--- src/rtl/mc_control_fsm_pkg.sv ---
// Shared CPU defines: opcode/funct codes, ALU operations, control FSM states
// and the datapath mux encodings.
package mc_control_fsm_pkg;

  localparam logic [5:0] OP_RTYPE = 6'b000000;
  localparam logic [5:0] OP_LW    = 6'b100011;
  localparam logic [5:0] OP_SW    = 6'b101011;
  localparam logic [5:0] OP_ADDI  = 6'b001000;
  localparam logic [5:0] OP_BEQ   = 6'b000100;
  localparam logic [5:0] OP_J     = 6'b000010;

  localparam logic [5:0] FN_ADD = 6'b100000;
  localparam logic [5:0] FN_SUB = 6'b100010;
  localparam logic [5:0] FN_AND = 6'b100100;
  localparam logic [5:0] FN_OR  = 6'b100101;
  localparam logic [5:0] FN_SLT = 6'b101010;

  localparam int unsigned ALU_OP_LEN = 3;
  localparam logic [ALU_OP_LEN-1:0] ALU_ADD = 3'd0;
  localparam logic [ALU_OP_LEN-1:0] ALU_SUB = 3'd1;
  localparam logic [ALU_OP_LEN-1:0] ALU_AND = 3'd2;
  localparam logic [ALU_OP_LEN-1:0] ALU_OR  = 3'd3;
  localparam logic [ALU_OP_LEN-1:0] ALU_SLT = 3'd4;

  localparam logic [1:0] SRCB_REG    = 2'b00;
  localparam logic [1:0] SRCB_FOUR   = 2'b01;
  localparam logic [1:0] SRCB_IMM    = 2'b10;
  localparam logic [1:0] SRCB_IMM_SH = 2'b11;

  localparam logic [1:0] PCSRC_ALU    = 2'b00;
  localparam logic [1:0] PCSRC_ALUOUT = 2'b01;
  localparam logic [1:0] PCSRC_JUMP   = 2'b10;

  typedef enum logic [3:0] {
    FETCH    = 4'd0,
    DECODE   = 4'd1,
    MEM_ADDR = 4'd2,
    MEM_RD   = 4'd3,
    WB_MEM   = 4'd4,
    MEM_WR   = 4'd5,
    EXEC_R   = 4'd6,
    WB_R     = 4'd7,
    EXEC_I   = 4'd8,
    WB_I     = 4'd9,
    BRANCH   = 4'd10,
    JUMP     = 4'd11,
    ILLEGAL  = 4'd12
  } state_t;

endpackage

--- src/rtl/mc_control_fsm_alu_op_decoder.sv ---
// R-type funct field to ALU operation; funct_valid flags supported codes.
module alu_op_decoder
  import mc_control_fsm_pkg::*;
(
  input  logic [5:0]            funct,
  output logic [ALU_OP_LEN-1:0] alu_op,
  output logic                  funct_valid
);

  always_comb begin
    alu_op      = ALU_ADD;
    funct_valid = 1'b1;
    case (funct)
      FN_ADD:  alu_op = ALU_ADD;
      FN_SUB:  alu_op = ALU_SUB;
      FN_AND:  alu_op = ALU_AND;
      FN_OR:   alu_op = ALU_OR;
      FN_SLT:  alu_op = ALU_SLT;
      default: funct_valid = 1'b0;
    endcase
  end

endmodule

--- src/rtl/mc_control_fsm.sv ---
// Multi-cycle CPU control FSM: datapath enables/selects, illegal-instruction
// pulse and retired-instruction counter.
module mc_control_fsm
  import mc_control_fsm_pkg::*;
#(
  parameter int unsigned CNT_W = 32
) (
  input  logic                  clk,
  input  logic                  rst,
  input  logic [5:0]            opcode,
  input  logic [5:0]            funct,
  input  logic                  mem_ready,
  output logic                  pc_write,
  output logic                  pc_write_cond,
  output logic                  ir_write,
  output logic                  i_or_d,
  output logic                  mem_read,
  output logic                  mem_write,
  output logic                  mem_to_reg,
  output logic                  reg_dst,
  output logic                  reg_write,
  output logic                  alu_src_a,
  output logic [1:0]            alu_src_b,
  output logic [1:0]            pc_source,
  output logic [ALU_OP_LEN-1:0] alu_op,
  output logic                  illegal_inst,
  output logic [CNT_W-1:0]      inst_count,
  output logic [3:0]            state
);

  state_t                state_q, state_d;
  logic                  retire;
  logic [ALU_OP_LEN-1:0] r_alu_op;
  logic                  funct_valid;

  alu_op_decoder u_alu_op_decoder (
    .funct       (funct),
    .alu_op      (r_alu_op),
    .funct_valid (funct_valid)
  );

  always_ff @(posedge clk) begin
    if (!rst) begin
      state_q    <= FETCH;
      inst_count <= '0;
    end else begin
      state_q <= state_d;
      if (retire) inst_count <= inst_count + CNT_W'(1);
    end
  end

  assign state = state_q;

  always_comb begin
    state_d       = state_q;
    retire        = 1'b0;
    pc_write      = 1'b0;
    pc_write_cond = 1'b0;
    ir_write      = 1'b0;
    i_or_d        = 1'b0;
    mem_read      = 1'b0;
    mem_write     = 1'b0;
    mem_to_reg    = 1'b0;
    reg_dst       = 1'b0;
    reg_write     = 1'b0;
    alu_src_a     = 1'b0;
    alu_src_b     = SRCB_REG;
    pc_source     = PCSRC_ALU;
    alu_op        = ALU_ADD;
    illegal_inst  = 1'b0;

    case (state_q)
      FETCH: begin
        mem_read  = 1'b1;
        alu_src_b = SRCB_FOUR;
        ir_write  = mem_ready;
        pc_write  = mem_ready;
        if (mem_ready) state_d = DECODE;
      end
      DECODE: begin
        alu_src_b = SRCB_IMM_SH;
        case (opcode)
          OP_LW, OP_SW: state_d = MEM_ADDR;
          OP_RTYPE:     state_d = EXEC_R;
          OP_ADDI:      state_d = EXEC_I;
          OP_BEQ:       state_d = BRANCH;
          OP_J:         state_d = JUMP;
          default:      state_d = ILLEGAL;
        endcase
      end
      MEM_ADDR: begin
        alu_src_a = 1'b1;
        alu_src_b = SRCB_IMM;
        state_d   = (opcode == OP_LW) ? MEM_RD : MEM_WR;
      end
      MEM_RD: begin
        mem_read = 1'b1;
        i_or_d   = 1'b1;
        if (mem_ready) state_d = WB_MEM;
      end
      WB_MEM: begin
        reg_write  = 1'b1;
        mem_to_reg = 1'b1;
        retire     = 1'b1;
        state_d    = FETCH;
      end
      MEM_WR: begin
        mem_write = 1'b1;
        i_or_d    = 1'b1;
        if (mem_ready) begin
          retire  = 1'b1;
          state_d = FETCH;
        end
      end
      EXEC_R: begin
        alu_src_a = 1'b1;
        alu_op    = funct_valid ? r_alu_op : ALU_ADD;
        state_d   = funct_valid ? WB_R : ILLEGAL;
      end
      WB_R: begin
        reg_write = 1'b1;
        reg_dst   = 1'b1;
        retire    = 1'b1;
        state_d   = FETCH;
      end
      EXEC_I: begin
        alu_src_a = 1'b1;
        alu_src_b = SRCB_IMM;
        state_d   = WB_I;
      end
      WB_I: begin
        reg_write = 1'b1;
        retire    = 1'b1;
        state_d   = FETCH;
      end
      BRANCH: begin
        alu_src_a     = 1'b1;
        alu_op        = ALU_SUB;
        pc_write_cond = 1'b1;
        pc_source     = PCSRC_ALUOUT;
        retire        = 1'b1;
        state_d       = FETCH;
      end
      JUMP: begin
        pc_write  = 1'b1;
        pc_source = PCSRC_JUMP;
        retire    = 1'b1;
        state_d   = FETCH;
      end
      ILLEGAL: begin
        illegal_inst = 1'b1;
        state_d      = FETCH;
      end
      default: state_d = FETCH;
    endcase

    // Reset masks every output, including the FETCH decode of the reset state.
    if (!rst) begin
      pc_write      = 1'b0;
      pc_write_cond = 1'b0;
      ir_write      = 1'b0;
      i_or_d        = 1'b0;
      mem_read      = 1'b0;
      mem_write     = 1'b0;
      mem_to_reg    = 1'b0;
      reg_dst       = 1'b0;
      reg_write     = 1'b0;
      alu_src_a     = 1'b0;
      alu_src_b     = '0;
      pc_source     = '0;
      alu_op        = '0;
      illegal_inst  = 1'b0;
    end
  end

endmodule

--- config.mk ---
export PLATFORM = sky130hd
export DESIGN_NAME = mc_control_fsm
export DESIGN_NICKNAME = d
export VERILOG_FILES = /design/src/rtl/mc_control_fsm_pkg.sv /design/src/rtl/mc_control_fsm_alu_op_decoder.sv /design/src/rtl/mc_control_fsm.sv
export SDC_FILE = /design/constraint.sdc
export NUM_CORES = 1
export LEC_CHECK = 0
export CAP_MARGIN = 20
export CORE_MARGIN = 8
export CORE_UTILIZATION = 23
export DETAILED_ROUTE_END_ITERATION = 8
export HOLD_SLACK_MARGIN = 0.02
export PLACE_DENSITY_LB_ADDON = 0.25
export SYNTH_ARGS = -nofsm -noshare
export SYNTH_HDL_FRONTEND = slang
export SYNTH_SLANG_ARGS = --single-unit
--- constraint.sdc ---
create_clock -name clk -period 2 [get_ports clk]
set_input_delay 0.3 -clock clk [delete_from_list [all_inputs] [get_ports clk]]
set_output_delay 0.3 -clock clk [all_outputs]
set_load 0.01 [all_outputs]
; ---- Word-level counts from Yosys, hierarchy flattened
; Index checks and enable logic that the tools add are counted.
[op_classes]
n_addsub = 1
n_reduce_logical = 11
n_mux = 40
eq_ne = 25
[ops]
columns = op, count
row1 = "6-bit equality test, second input constant", 7
row2 = "32-bit by 1-bit adder with 32-bit output, second input constant", 1
row3 = 4-bit case mux with 7 select lines, 1
row4 = 1-bit two-way mux, 23
row5 = "4-bit equality test, second input constant", 5
row6 = 4-bit case mux with 5 select lines, 1
row7 = "4-bit by 3-bit equality test with 1-bit output, second input constant", 4
row8 = 4-bit two-way mux, 4
row9 = 3-bit case mux with 4 select lines, 1
row10 = 5-bit OR reduction, 2
row11 = 3-bit two-way mux, 3
row12 = "4-bit by 2-bit equality test with 1-bit output, second input constant", 2
row13 = 2-bit OR reduction, 4
row14 = "6-bit by 2-bit equality test with 1-bit output, second input constant", 1
row15 = "6-bit by 3-bit equality test with 1-bit output, second input constant", 1
row16 = "6-bit by 4-bit equality test with 1-bit output, second input constant", 1
row17 = 6-bit logical NOT, 1
row18 = "2-bit != test, second input constant", 3
row19 = 2-bit case mux with 3 select lines, 1
row20 = 3-bit case mux with 2 select lines, 1
row21 = "4-bit by 1-bit equality test with 1-bit output, second input constant", 1
row22 = 4-bit logical NOT, 1
row23 = 2-bit two-way mux, 2
row24 = 1-bit case mux with 2 select lines, 2
row25 = 4 further kinds, 4
[totals]
in_bits = 15
reg_bits = 36
output_inout_bits = 54
word_cells = 79

; ---- Depth between registers and ports, before layout
[logic_depth]
ltp_word = 6
ltp_mapped = 8
depth_no_buf = 5

; ---- Cells and area by module
; A second synthesis with hierarchy kept.
[unflattened]
hier_cells = 298
hier_area_um2 = 2319.7
[modules_own_cells]
columns = module, cells_per_inst, instances, seq_area_each_um2, area_per_inst_um2
row1 = mc_control_fsm, 288, 1, 720.7, 2235.9
row2 = alu_op_decoder, 10, 1, 0.0, 83.8

; ---- Worst setup path after synthesis
; OpenSTA, ideal clock, no wires.
[synth_path]
kind = reg2reg
from = register state_q[0] (netlist: state[0])
to = register inst_count[30]
path_slack_ns = -0.191
t_arrival_ns = 2.121
required_ns = 1.930
path_stages_with_launch = 8
n_path_buf = 2
setup_time_ns = 0.070
synth_period_minus_slack_ns = 2.191
cell_sequence = dfxtp_1 buf_2 inv_1 a211o_1 or3_1 buf_2 or4_1 a21oi_1
[synth_between]
elab_chain_len = 3
word_cells_on_any_way = 8
classes_between = eq/ne: 6 / mux: 1 / reduce/logical: 1
[synth_lines]
columns = item, line_no
row1 = from (decl), mc_control_fsm.sv:31  ; state_t state_q, state_d;
row2 = from (signal assigned), mc_control_fsm.sv:47  ; state_q <= state_d;
row3 = 4-bit equality test or 4-bit by 3-bit equality test with 1-bit output (tied branches), mc_control_fsm.sv:72  ; case (state_q)
row4 = 5-bit OR reduction (no source line), -
row5 = 1-bit case mux with 2 select lines *, mc_control_fsm.sv:72
row6 = to (signal assigned), mc_control_fsm.sv:48  ; if (retire) inst_count <= inst_count + CNT_W'(1);
row7 = to (decl), mc_control_fsm.sv:27  ; output logic [CNT_W-1:0] inst_count,
; Mark *: on every way between the ends. The rest lies on a longest branch, timed or not.
; A chain may end at the register's enable or synchronous reset.

; ---- Final worst setup path
[layout_path]
from = register inst_count[13]
to = register inst_count[31]
[layout_between]
elab_chain_len = 1
[layout_lines]
columns = item, line_no
row1 = 32-bit by 1-bit adder with 32-bit output, mc_control_fsm.sv:48
; Every way passes these cells.

==> summary.md <==
| Metric | Value |
|---|---|
| Status | finished, violations left |
| Failing checks | setup timing |
| CP arrival | approximately 2200 ps |
| Main area contributors after synthesis | dfxtp_1 (33%), nor2_1 (6.9%), xnor2_1 (6.5%) |
| Hold crit path type | flop to flop |
| CP dominant cell by count | or4_4 |
| First-pass GRT wire length | about 13000 µm |
| Final Hold Vio Count | 0 |
| Syn Inst Count | approximately 290 |
| Via/cell ratio | between 4 and 5 |
| Crit end category | flop |
| RSZ-0062 raised after global routing | yes |
| HPWL after DPL | approximately 5700 µm |
| Vias in the first global route | between 2000 and 3000 |
| Crit path largest cell delay | 570 ps |
| DR vias | ~2600 |
| Post-synth EDFFs | 0 |
| Setup violations, final | 1 |
| Latest clock arrival within the worst-skew pair | between 200 and 300 ps |
| DP Cell Count | around 520 |
| Initial Utilization | 23.5% |
| TritonCTS buffer count | 5 |
| Final setup margin | -14.1 ps |
| Crit-path max FO | 2 |
| Slowest-stage cell, CP | or4_4 |
| Yosys warns | 0 |
| Clock Tree Root | clkbuf_8 |
| Final std cells w/o fill | 530 |
| Clk buf depth | 2 |
| IO Count | around 70 |
| I/O Buffers | between 60 and 70 |
| Worst slew pin tran | 435 ps |
| CP Class | flop to flop |
| Rows | 35 |
| Post-route setup TNS | -14.1 ps |
| Leak Pwr | 1.34 nW |
| Sw frac | between 30% and 40% |
| Clock power share | between 20 and 30% |
| Placer congestion estimate | between 0.8 and 0.9 |
| Seq cells post-synth | 36 |
| Power Density | a little under 700 nW/µm² |
| Die Wd | ~110 µm |
| Syn avg cell area | ~7.4 µm² |
| H-tree depth | 2 |
| Most common flop cell mapped by yosys | dfxtp_1 |
| Seq/Total Area, Yosys | around 33% |
| Antenna fix cells | 0 |
| Crit. Startpoint | inst_count[13]$_SDFFE_PN0P_ |
| Count leader, synth | nor2_1 |
| Critical path required time | roughly 2200 ps |
| Period utilisation layout | 101% |
| Die ar. | ~13000 µm² |
| Post-synthesis async set-or-reset flop share | 0% |
| Post-synth top area cell | dfxtp_1 |
| Area Growth Syn to Fin | 66.5% |
| Net Switching | between 0.8 and 0.9 mW |
| Clock sink count | 36 |
| Combinational share of power | around 43% |
| Hold Crit Start | inst_count[28]$_SDFFE_PN0P_ |
| Die H | approximately 110 µm |
| DR WL/cell | ~14 µm |
| Fmax | 0.497 GHz |
| Post-synth top area share | about a third |
| Top cells by count, synth | nor2_1 (40), dfxtp_1 (36), nand2_1 (25) |
| Post-route ant nets | 0 |
| Post-route DRC | 0 |
| CTS tree | done |
| Tmin final | slightly above 2000 ps |
| Cell Area, Synth | 2160 µm² |
| GRT Residual Overflow | 0 |
| Unique cell type count in the Yosys netlist | 45 |
| Internal power | roughly 1.7 mW |
| Reg clk slew, reported paths | around 70 ps |
| Reg power frac | a little under a third |
| Final Max Slew Viols | 0 |
| Startpoint types | flop |
| CORE AREA | between 9000 and 10000 µm² |
| Syn nets | 307 |
| Max-slew headroom | between 70 and 80% |
| Final net count | between 400 and 500 |
| Routed WL | 7530 µm |
| Largest net degree at the start of global routing | 31 |
| Worst-path cell chain | nand4_1 > or4_4 > or4_4 > or3_4 > a21oi_2 |
| Clock Skew | between 7 and 8 ps |
| Initial antenna violation count | 0 |
| Max-cap viol count | 0 |
| Detailed Routing Iterations Pass 1 | 4 |
| Share of layout cells above drive strength 1 | around 27% |
| Crit Reg-Reg Startpoint | inst_count[13]$_SDFFE_PN0P_ |
| Peak supply drop | approximately 370 µV |
| Overall global routing resource usage | about an eighth |
| DR iter-0 viols | ~160 |
==> state kept, by name, summed over array words and instances (netlist names) <==
name        count
inst_count     32
state           4
==> area by class of cell <==
cell class                 instances  area [µm²]
timing repair buffer             138        1170
clock buffer                       6        72.6
inverter                           7        27.5
clock inverter                     2        35.0
multi-input combinational        230        1420
sequential                        36         739
fill                             981        5600
tap                              111         139
==> routing by layer <==
metal  vias to the layer above  part of all wire [%]  GRT usage, %
met1                      1197                    50          15.2
met2                        89                    42          18.6
met4                         0                  0.68          2.66
li1                       1313                     -             -
met5                         -                     0             0
met3                         5                   7.7          4.15
==> through the flow <==
stage | power, mW | setup WS, ps | hold WS, ps | instance area (µm²) | util, %
3_3_place_gp | 1.87 | -432 | 472 | 3420 | 37.2
5_1_grt | 2.68 | -72.9 | 534 | 3600 | 39.1
2_1_floorplan | 1.35 | -62.0 | 445 | 2200 | -
3_5_place_dp | 1.88 | -444 | 481 | 3420 | 37.2
4_1_cts | 2.53 | -51.7 | 501 | 3580 | 38.9
6_report | 2.50 | -14.1 | 505 | 3600 | 39.1
==> power by group through the flow <==
stage	registers, mW	clock network, mW	logic [mW]
after global placement	0.804	0	1.06
after floorplan	0.819	0	0.530
final	0.793	0.625	1.09
after global routing	0.799	0.688	1.20
after CTS	0.792	0.653	1.08
after detailed placement	0.805	0	1.07
==> critical path, delay by kind of cell (launching register included) <==
family,cells,cell delay (ps)
AO/OA/AOI/OAI,1,110
flip-flops,1,350
AND/OR/NAND/NOR,4,1480
==> logic make-up (layout without fill, tap and decap cells) <==
logic type,Yosys count,in the layout,synth area share (%)
and+or+nand+nor,152,152,36.7
buffers and inverters,25,153,4.69
xor gates and xnor gates,21,21,8.51
AOI/OAI and AO/OA,56,56,16.2
DFF,36,36,33.4
adders and majority gates,1,1,0.579
==> worst paths after layout <==
kind / end / slack (ps) / depth (start not counted)
worst max-delay path: inst_count[31]$_SDFFE_PN0P_ / -10 / 5
worst max register to register: inst_count[31]$_SDFFE_PN0P_ / -10 / 5
worst min-delay path: inst_count[28]$_SDFFE_PN0P_ / 510 / 2
worst min register to register: inst_count[28]$_SDFFE_PN0P_ / 510 / 2
==> placed cells by master, fill, tap and decap left out, types with 6 or more instances in the layout <==
cell             netlist  routed
buf_4                  1      69
clkdlybuf4s50_1        0      48
nor2_1                40      38
nand2_1               25      25
dfxtp_1               36      23
xnor2_1               16      16
a21oi_1               18      16
o21ai_0               14      14
nand4_1               13      13
dlygate4sd2_1          0      13
nand3_1               13      12
dfxtp_2                0      12
nor4_1                14      11
nor3_1                 9       9
nand2b_1               8       8
inv_1                  6       6
==> what timing repair did <==
item / CTS / global route
hold buffers: 0 / 0
endpoints found under the setup margin: 23 / 16
buffers inserted: 3 / 0
gates resized for setup: 43 / 17
pin swaps: 1 / 6
Power figures use the tool's default switching activity.
